[config.mk]
export PLATFORM = sky130hd
export DESIGN_NAME = array_a_skew_feeder_flat
export DESIGN_NICKNAME = d
export VERILOG_FILES = /design/src/rtl/mm_pkg.sv /design/src/rtl/array_a_skew_feeder_if.sv /design/src/rtl/skew_delay_line.sv /design/src/rtl/array_a_skew_feeder.sv /design/src/flat_wrapper.sv
export SDC_FILE = /design/constraint.sdc
export NUM_CORES = 1
export LEC_CHECK = 0
export ABC_AREA = 1
export BUFFER_PORTS_ARGS = -buffer_cell sky130_fd_sc_hd__buf_2
export CAP_MARGIN = 5
export CORE_AREA = 2 2 88 90
export CTS_CLUSTER_SIZE = 25
export DETAILED_ROUTE_END_ITERATION = 6
export DIE_AREA = 0 0 90 92
export PLACE_DENSITY = 0.76
export SLEW_MARGIN = 20
export SYNTH_ARGS = -nofsm -noshare
export SYNTH_HDL_FRONTEND = slang
export SYNTH_HIERARCHICAL = 1
export SYNTH_SLANG_ARGS = --single-unit
[constraint.sdc]
create_clock -name clk -period 1.81 [get_ports clk]
set_input_delay 0.362 -clock clk [delete_from_list [all_inputs] [get_ports clk]]
set_output_delay 0.362 -clock clk [all_outputs]
set_load 0.02 [all_outputs]
[src/rtl/mm_pkg.sv]
// Shared types and constants for the A-operand feed path of the matrix array.
package mm_pkg;

   localparam int DEF_ARRAY_HEIGHT = 4;
   localparam int DEF_DATA_WIDTH   = 8;

   typedef logic [DEF_DATA_WIDTH-1:0] lane_t;

   typedef enum logic [1:0] {
      IDLE  = 2'd0,
      FEED  = 2'd1,
      DRAIN = 2'd2
   } feeder_state_t;

   // Extra cycles the deepest lane lags lane 0.
   function automatic int skew_depth(input int height);
      return height - 1;
   endfunction

endpackage

[src/rtl/array_a_skew_feeder_if.sv]
// Controller/buffer-side bundle of the A skew feeder.
// Optional A_SKEW_FEEDER_STATS_EN adds the word/gap counters.
interface array_a_skew_feeder_if #(
   parameter int ARRAY_HEIGHT = 4,
   parameter int DATA_WIDTH   = 8
);
   logic                               start_i;
   logic                               gen_active_i;
   logic                               gen_done_i;
   logic [ARRAY_HEIGHT*DATA_WIDTH-1:0] rd_data_i;
   logic [ARRAY_HEIGHT*DATA_WIDTH-1:0] a_row_o;
   logic [ARRAY_HEIGHT-1:0]            a_valid_o;
   logic                               busy_o;
   logic                               done_o;
`ifdef A_SKEW_FEEDER_STATS_EN
   logic [15:0]                        word_cnt_o;
   logic [15:0]                        gap_cnt_o;
`endif

   modport master (
      output start_i, gen_active_i, gen_done_i, rd_data_i,
`ifdef A_SKEW_FEEDER_STATS_EN
      input  word_cnt_o, gap_cnt_o,
`endif
      input  a_row_o, a_valid_o, busy_o, done_o
   );

   modport slave (
      input  start_i, gen_active_i, gen_done_i, rd_data_i,
`ifdef A_SKEW_FEEDER_STATS_EN
      output word_cnt_o, gap_cnt_o,
`endif
      output a_row_o, a_valid_o, busy_o, done_o
   );

endinterface

[src/rtl/skew_delay_line.sv]
// Fixed-depth register shift line with synchronous clear; q lags d by DEPTH cycles.
module skew_delay_line #(
   parameter int DEPTH = 1,
   parameter int WIDTH = 8
) (
   input  logic             clk,
   input  logic             reset_n,
   input  logic             clr,
   input  logic [WIDTH-1:0] d,
   output logic [WIDTH-1:0] q
);

   logic [WIDTH-1:0] stage [DEPTH];

   always_ff @(posedge clk or negedge reset_n) begin
      if (!reset_n) begin
         for (int i = 0; i < DEPTH; i++) stage[i] <= '0;
      end else if (clr) begin
         for (int i = 0; i < DEPTH; i++) stage[i] <= '0;
      end else begin
         stage[0] <= d;
         for (int i = 1; i < DEPTH; i++) stage[i] <= stage[i-1];
      end
   end

   assign q = stage[DEPTH-1];

endmodule

[src/rtl/array_a_skew_feeder.sv]
// Aligns A-buffer read words to their addresses and skews them diagonally into the array rows.
// Optional A_SKEW_FEEDER_STATS_EN adds captured-word and FEED-gap counters.
module array_a_skew_feeder
   import mm_pkg::*;
#(
   parameter int ARRAY_HEIGHT = DEF_ARRAY_HEIGHT,
   parameter int DATA_WIDTH   = DEF_DATA_WIDTH,
   parameter int RD_LATENCY   = 1
) (
   input  logic                 clk,
   input  logic                 reset_n,
   array_a_skew_feeder_if.slave bus
);

   localparam int SKEW  = skew_depth(ARRAY_HEIGHT);
   localparam int CNT_W = $clog2(ARRAY_HEIGHT);

   feeder_state_t         state, state_nxt;
   logic [RD_LATENCY-1:0] rd_vld_sr, rd_last_sr;
   logic                  start_acc, cap_vld, cap_last, capture;
   logic [CNT_W-1:0]      drain_cnt;

   assign start_acc = (state == IDLE) && bus.start_i;

   // Address-side qualifiers delayed to line up with rd_data_i.
   always_ff @(posedge clk or negedge reset_n) begin
      if (!reset_n) begin
         rd_vld_sr  <= '0;
         rd_last_sr <= '0;
      end else if (start_acc) begin
         rd_vld_sr  <= '0;
         rd_last_sr <= '0;
      end else begin
         rd_vld_sr  <= (rd_vld_sr << 1) | RD_LATENCY'(bus.gen_active_i);
         rd_last_sr <= (rd_last_sr << 1) | RD_LATENCY'(bus.gen_active_i & bus.gen_done_i);
      end
   end

   assign cap_vld  = rd_vld_sr[RD_LATENCY-1];
   assign cap_last = rd_last_sr[RD_LATENCY-1];
   assign capture  = (state == FEED) && cap_vld;

   always_ff @(posedge clk or negedge reset_n) begin
      if (!reset_n) state <= IDLE;
      else          state <= state_nxt;
   end

   always_comb begin
      state_nxt = state;
      case (state)
         IDLE:    if (bus.start_i)            state_nxt = FEED;
         FEED:    if (cap_vld && cap_last)    state_nxt = DRAIN;
         DRAIN:   if (drain_cnt == '0)        state_nxt = IDLE;
         default:                             state_nxt = IDLE;
      endcase
   end

   always_comb begin
      bus.busy_o = (state != IDLE);
      bus.done_o = (state == DRAIN) && (drain_cnt == '0);
   end

   // Counts down until the last word's element leaves the deepest lane.
   always_ff @(posedge clk or negedge reset_n) begin
      if (!reset_n)
         drain_cnt <= '0;
      else if (capture && cap_last)
         drain_cnt <= CNT_W'(SKEW);
      else if ((state == DRAIN) && (drain_cnt != '0))
         drain_cnt <= drain_cnt - CNT_W'(1);
   end

   for (genvar r = 0; r < ARRAY_HEIGHT; r++) begin : g_lane
      logic [DATA_WIDTH:0] lane_d, lane_q;

      // Empty slots carry forced zeros so the array never sees stale operands.
      assign lane_d = capture ? {1'b1, bus.rd_data_i[r*DATA_WIDTH +: DATA_WIDTH]} : '0;

      skew_delay_line #(
         .DEPTH (r + 1),
         .WIDTH (DATA_WIDTH + 1)
      ) u_dly (
         .clk     (clk),
         .reset_n (reset_n),
         .clr     (start_acc),
         .d       (lane_d),
         .q       (lane_q)
      );

      assign bus.a_valid_o[r]                          = lane_q[DATA_WIDTH];
      assign bus.a_row_o[r*DATA_WIDTH +: DATA_WIDTH]   = lane_q[DATA_WIDTH-1:0];
   end

`ifdef A_SKEW_FEEDER_STATS_EN
   logic [15:0] word_cnt, gap_cnt;

   always_ff @(posedge clk or negedge reset_n) begin
      if (!reset_n) begin
         word_cnt <= '0;
         gap_cnt  <= '0;
      end else if (start_acc) begin
         word_cnt <= '0;
         gap_cnt  <= '0;
      end else if (state == FEED) begin
         if (capture && (word_cnt != 16'hFFFF))
            word_cnt <= word_cnt + 16'd1;
         if (!capture && (gap_cnt != 16'hFFFF))
            gap_cnt <= gap_cnt + 16'd1;
      end
   end

   assign bus.word_cnt_o = word_cnt;
   assign bus.gap_cnt_o  = gap_cnt;
`endif

endmodule

[src/flat_wrapper.sv]
// flat-port wrapper written by rule: the top's interface ports become plain ports
module array_a_skew_feeder_flat import mm_pkg::*;
#(
   parameter int ARRAY_HEIGHT = DEF_ARRAY_HEIGHT,
   parameter int DATA_WIDTH   = DEF_DATA_WIDTH,
   parameter int RD_LATENCY   = 1
)
  (clk, reset_n, bus_start_i, bus_gen_active_i, bus_gen_done_i, bus_rd_data_i, bus_a_row_o, bus_a_valid_o, bus_busy_o, bus_done_o);
  array_a_skew_feeder_if #(.ARRAY_HEIGHT(ARRAY_HEIGHT), .DATA_WIDTH(DATA_WIDTH)) bus_i ();
  input  logic clk;
  input  logic reset_n;
  input wire logic [$bits(bus_i.start_i)-1:0] bus_start_i;
  input wire logic [$bits(bus_i.gen_active_i)-1:0] bus_gen_active_i;
  input wire logic [$bits(bus_i.gen_done_i)-1:0] bus_gen_done_i;
  input wire logic [$bits(bus_i.rd_data_i)-1:0] bus_rd_data_i;
  output wire logic [$bits(bus_i.a_row_o)-1:0] bus_a_row_o;
  output wire logic [$bits(bus_i.a_valid_o)-1:0] bus_a_valid_o;
  output wire logic [$bits(bus_i.busy_o)-1:0] bus_busy_o;
  output wire logic [$bits(bus_i.done_o)-1:0] bus_done_o;
  assign bus_i.start_i = bus_start_i;
  assign bus_i.gen_active_i = bus_gen_active_i;
  assign bus_i.gen_done_i = bus_gen_done_i;
  assign bus_i.rd_data_i = bus_rd_data_i;
  assign bus_a_row_o = bus_i.a_row_o;
  assign bus_a_valid_o = bus_i.a_valid_o;
  assign bus_busy_o = bus_i.busy_o;
  assign bus_done_o = bus_i.done_o;
  array_a_skew_feeder #(.ARRAY_HEIGHT(ARRAY_HEIGHT), .DATA_WIDTH(DATA_WIDTH), .RD_LATENCY(RD_LATENCY)) u_core (.clk(clk), .reset_n(reset_n), .bus(bus_i));
endmodule
After elaboration in Yosys (flattened, before gate mapping)

Cells that the tools add are included.

Register bits: 96
Output and inout port bits: 38
Word-level logic and storage cells: 49

Add/subtract/negate cells: 1
Eq/ne operators: 5
Mux-type cells: 16
Bitwise gates (word level): 1
Reduce and logical (&&, ||, !) cells: 12

Operators by type and width:

| cell                | count |
|---|---|
| $mux 9              | 5 |
| $mux 36             | 1 |
| $mux 27             | 1 |
| $mux 18             | 1 |
| $mux 2              | 5 |
| $logic_and 1x1->1   | 6 |
| $pmux 2 s3          | 1 |
| $reduce_bool 2->1   | 3 |
| $logic_not 2->1     | 2 |
| $ne 2x2->1 const B  | 2 |
| $reduce_and 3->1    | 1 |
| $eq 2x1->1 const B  | 1 |
| $eq 2x2->1 const B  | 1 |
| $mux 1              | 2 |
| $ne 2x1->1 const B  | 1 |
| $sub 2x1->2 const B | 1 |
| $and 1x1->1         | 1 |

Depth between registers and ports, before layout

Depth in word-level cells: 4
Mapped depth: 7

Modules after synthesis

The synthesis kept the hierarchy.

Modules (own cells, without submodules):

| module                                   | instances | cells an instance | area an instance (um^2) | sequential area each (um^2) |
|---|---|---|---|---|
| skew_delay_line (u_core.g_lane[3].u_dly) | 1         | 121               | 1288.7                  | 900.9 |
| skew_delay_line (u_core.g_lane[2].u_dly) | 1         | 93                | 982.2                   | 675.6 |
| array_a_skew_feeder                      | 1         | 103               | 700.7                   | 150.1 |
| skew_delay_line (u_core.g_lane[1].u_dly) | 1         | 65                | 679.4                   | 450.4 |
| skew_delay_line (u_core.g_lane[0].u_dly) | 1         | 28                | 304.0                   | 225.2 |

Worst setup path before layout

Ideal clock, no wire load.

Kind: register to register
Start: reg u_core.state[1]
End: reg u_core.g_lane[3].u_dly.stage, in the netlist u_core/g_lane[3].u_dly/q[5]
Library setup time: 0.116 ns
Arrival: 1.430 ns
Data required time: 1.694 ns
Setup slack: 0.264 ns
Cell stages (with the launch flop): 7
Path buffers: 2
Path through: dfrtp_1 > inv_1 > nand2_1 > nor2_1 > buf_6 > buf_6 > nor2_1

Longest elaborated chain between the ends: 3

RTL lines:

| element                | RTL line                  | text |
|---|---|---|
| start, declared        | array_a_skew_feeder.sv:18 | `feeder_state_t state, state_nxt;` |
| start signal, assigned | array_a_skew_feeder.sv:45 | `else state <= state_nxt;` |
| $logic_not 2->1        | array_a_skew_feeder.sv:23 | `assign start_acc = (state == IDLE) && bus.start_i;` |
| $logic_and 1x1->1      | array_a_skew_feeder.sv:23 |  |
| net u_core.start_acc   | array_a_skew_feeder.sv:20 | `logic start_acc, cap_vld, cap_last, capture;` |
| $mux 36                | skew_delay_line.sv:18     | `end else if (clr) begin` |
| end, declared          | skew_delay_line.sv:13     | `logic [WIDTH-1:0] stage [DEPTH];` |

The timed path passes the listed nets, and every way through them passes these cells.
A chain may end at the register's enable or synchronous reset.

Worst setup path after layout

Start: reg u_core.drain_cnt[0]
End: out bus_done_o

Longest elaborated chain between the ends: 2

RTL lines:

| element                | RTL line                  | text |
|---|---|---|
| start, declared        | array_a_skew_feeder.sv:21 | `logic [CNT_W-1:0] drain_cnt;` |
| start signal, assigned | array_a_skew_feeder.sv:68 | `drain_cnt <= CNT_W'(SKEW);` |
| start signal, assigned | array_a_skew_feeder.sv:70 | `drain_cnt <= drain_cnt - CNT_W'(1);` |
| $logic_not 2->1        | array_a_skew_feeder.sv:60 | `bus.done_o = (state == DRAIN) && (drain_cnt == '0);` |
| $logic_and 1x1->1      | array_a_skew_feeder.sv:60 |  |
| end, declared          | flat_wrapper.sv:19        | `output wire logic [$bits(bus_i.done_o)-1:0] bus_done_o;` |

No other way between the ends.

==> impl_metrics.csv <==
group,metric,value,unit
logic_synthesis,synth_seq_cells,96,
sta,period_minus_slack,1.71,ns
global_route,grt_pass1_vias,2204,
final_layout,drive_above_1_share,28.5,%
sta,worst_slew_pin_slew,0.456,ns
outcome,status,"complete, no violations",
sta,holdWs,0.227,ns
clocking,clock_latency,0.34,ns
setup_path,worst_r2r_endpoint,"u_core/g_lane[3].u_dly/stage[33]",
floorplan,core.rowCount,32,
route,wl_per_cell,9.08,µm
route,viasPerCell,3.98,
logic_synthesis,seq_area_frac_synth,60.7,%
final_layout,fin_nets,499,
sta,rsz0062_at_grt,"false",
floorplan,ios,75,
setup_path,cp-end-kind,"output pin",
setup_path,endpoint,"bus_done_o",
clocking,cts-root-buf,"clkbuf_8",
floorplan,start_util,53.1,%
floorplan,die_x,90,µm
sta,skew,0.0106,ns
final_layout,final_common_cell,"inv_1",
setup_path,startpoint,"u_core/drain_cnt[0]",
setup_path,rr_startpoint,"u_core/state[1]",
sta,fin_crit_sh,94.3,%
route,detail_route.first_pass.iterations,4,
placement,portBuffers,74,
sta,hold_viol,0,
clocking,post-cts-setup-buffers,0,
route,drt_iter0_drc,115,
logic_synthesis,synthDistinctLibCells,16,
sta,fmax,586,MHz
global_route,overflow,0,
logic_synthesis,yosysWarnings,6,
logic_synthesis,synth_fp_nets,448,
placement,routabilityCongestion,0.680,
setup_path,crit_path_start_kind,"flop",
route,post-route-drc-count,0,
clocking,cts_buffers,9,
floorplan,core,7450,µm²
clocking,cts.path.max_buffers,2,
logic_synthesis,syn_area,3960,µm²
final_layout,n_antenna_cell,0,
setup_path,worstPathArrival,1.34,ns
setup_path,cp_max_fo,4,
route,vias,2261,
sta,drv_slew,0,
power_and_ir_drop,p_per_area,1260,nW/µm²
final_layout,area_growth,11.9,%
hold_path,hold_class,"in -> reg",
floorplan,die_h,92,µm
global_route,grt_pass1_wl,9250,µm
setup_path,reg2regPathDepth,5,
route,wirelength,5160,µm
logic_synthesis,syn_inst,410,
logic_synthesis,syn_area_per_cell,9.65,µm²
run,maxCapViolCount,0,
sta,relSlewSlack,69.6,%
sta,setup_viol_count_final,0,
final_layout,final_cell_mix,"129 x inv_1, 96 x dfrtp_1, 92 x nor2_1",
clocking,cts_tree,"built",
global_route,antenna_found_initial,0,
sta,setup_tns,0,ns
clocking,h-tree-depth,3,
setup_path,path_class,"reg -> out",
power_and_ir_drop,max-vdd-ir-drop,0.866,mV
route,ant_nets,0,
placement,hpwl,3490,µm
clocking,clock-sinks,96,
setup_path,worstPathRequired,1.45,ns
setup_path,ff2ff_setup_slack,0.35,ns
floorplan,die_area,8280,µm²
clocking,cts.clk_slew.worst_paths,0.09,ns
power_and_ir_drop,p_leak,2.55,nW
global_route,grtUsageTotal,14.0,%
global_route,grt_max_degree,93,
==> layout make-up <==
cell class	instances	area, µm²
flip-flops and latches	96	2400
clock inverters	6	90.1
fillers	643	3020
multi-input cells	143	717
inverters	131	492
well taps	102	128
repair buffers	80	460
clock buffers	10	138
==> repair_timing <==
item | in CTS | in global routing
endpoints found under the setup margin | 0 | 1
endpoints found under the hold margin | 34 | 0
hold buffers | 1 | 0
resized for setup | 0 | 3
==> Yosys cell counts <==
library cell	count	area share, %
nor2_2	22	3.5
inv_2	1	0.095
nor2_1	93	8.8
nand2_4	1	0.28
nor3_1	1	0.13
inv_1	130	12
buf_8	2	0.76
ha_1	1	0.32
buf_4	27	5.1
nand4_1	3	0.47
nor2_4	11	3.1
nand3_1	3	0.38
buf_6	11	3.1
nand2_1	7	0.66
o21ai_0	1	0.13
dfrtp_1	96	61
==> layer usage <==
metal / track usage, % / wire (µm) / vias to the layer above
li1: - / - / 1179
met1: 16.5 / 2180 / 1009
met2: 23.7 / 2530 / 63
met3: 4.35 / 362 / 10
met4: 6.54 / 83 / 0
met5: 0 / 0 / -
==> worst max-delay path: stages (launching register included) <==
cell and delay (ns):
dfrtp_1 0.40, inv_2 0.08, ha_1 0.16, inv_1 0.08, nor3_2 0.12, buf_4 0.16
==> power breakdown <==
group | total, mW | leakage, nW | switching [mW] | internal [mW]
Sequential | 2.68 | 1.30 | 0.131 | 2.55
Clock | 1.51 | 0.113 | 0.687 | 0.820
Combinational | 1.40 | 1.14 | 0.964 | 0.440
==> kinds of logic after synthesis <==
| group | after synthesis | synth area share (%) |
|---|---|---|
| buf+inv | 171 | 21.4 |
| simple gates | 141 | 17.4 |
| flops | 96 | 60.7 |
| compound gates | 1 | 0.126 |
| fa+ha+maj | 1 | 0.316 |
==> state kept, by name, summed over array words and instances, names as in the netlist <==
signal,cells
u_core/state,2
u_core/g_lane.u_dly/stage,54
u_core/cap_vld,1
u_core/drain_cnt,2
u_core/g_lane.u_dly/q,36
u_core/cap_last,1
==> through the flow <==
stage | setup slack, ns | util, % | total power, mW | area, µm² | instances
3_5_place_dp | 0.417 | 56.1 | 4.14 | 4180 | 551
2_1_floorplan | 0.264 | - | 3.99 | 3960 | 410
6_report | 0.103 | 59.4 | 5.59 | 4430 | 568
4_1_cts | 0.0195 | 59.3 | 5.66 | 4420 | 568
3_3_place_gp | 0.484 | 56.1 | 4.08 | 4180 | 551
5_1_grt | 0.00642 | 59.4 | 5.97 | 4430 | 568
==> worst min-delay path by stage <==
stage,from,to,slack (ns),cells past startpoint
2_1_floorplan,reset_n,u_core/cap_last,0.07,0
3_3_place_gp,reset_n,u_core/g_lane[3].u_dly/q[5],0.34,1
3_5_place_dp,reset_n,u_core/g_lane[3].u_dly/q[5],0.35,1
4_1_cts,bus_gen_done_i,u_core/cap_last,0.21,3
5_1_grt,bus_gen_done_i,u_core/cap_last,0.23,3
6_report,bus_gen_done_i,u_core/cap_last,0.23,3
Note: power is estimated with default switching activity, not from simulation.
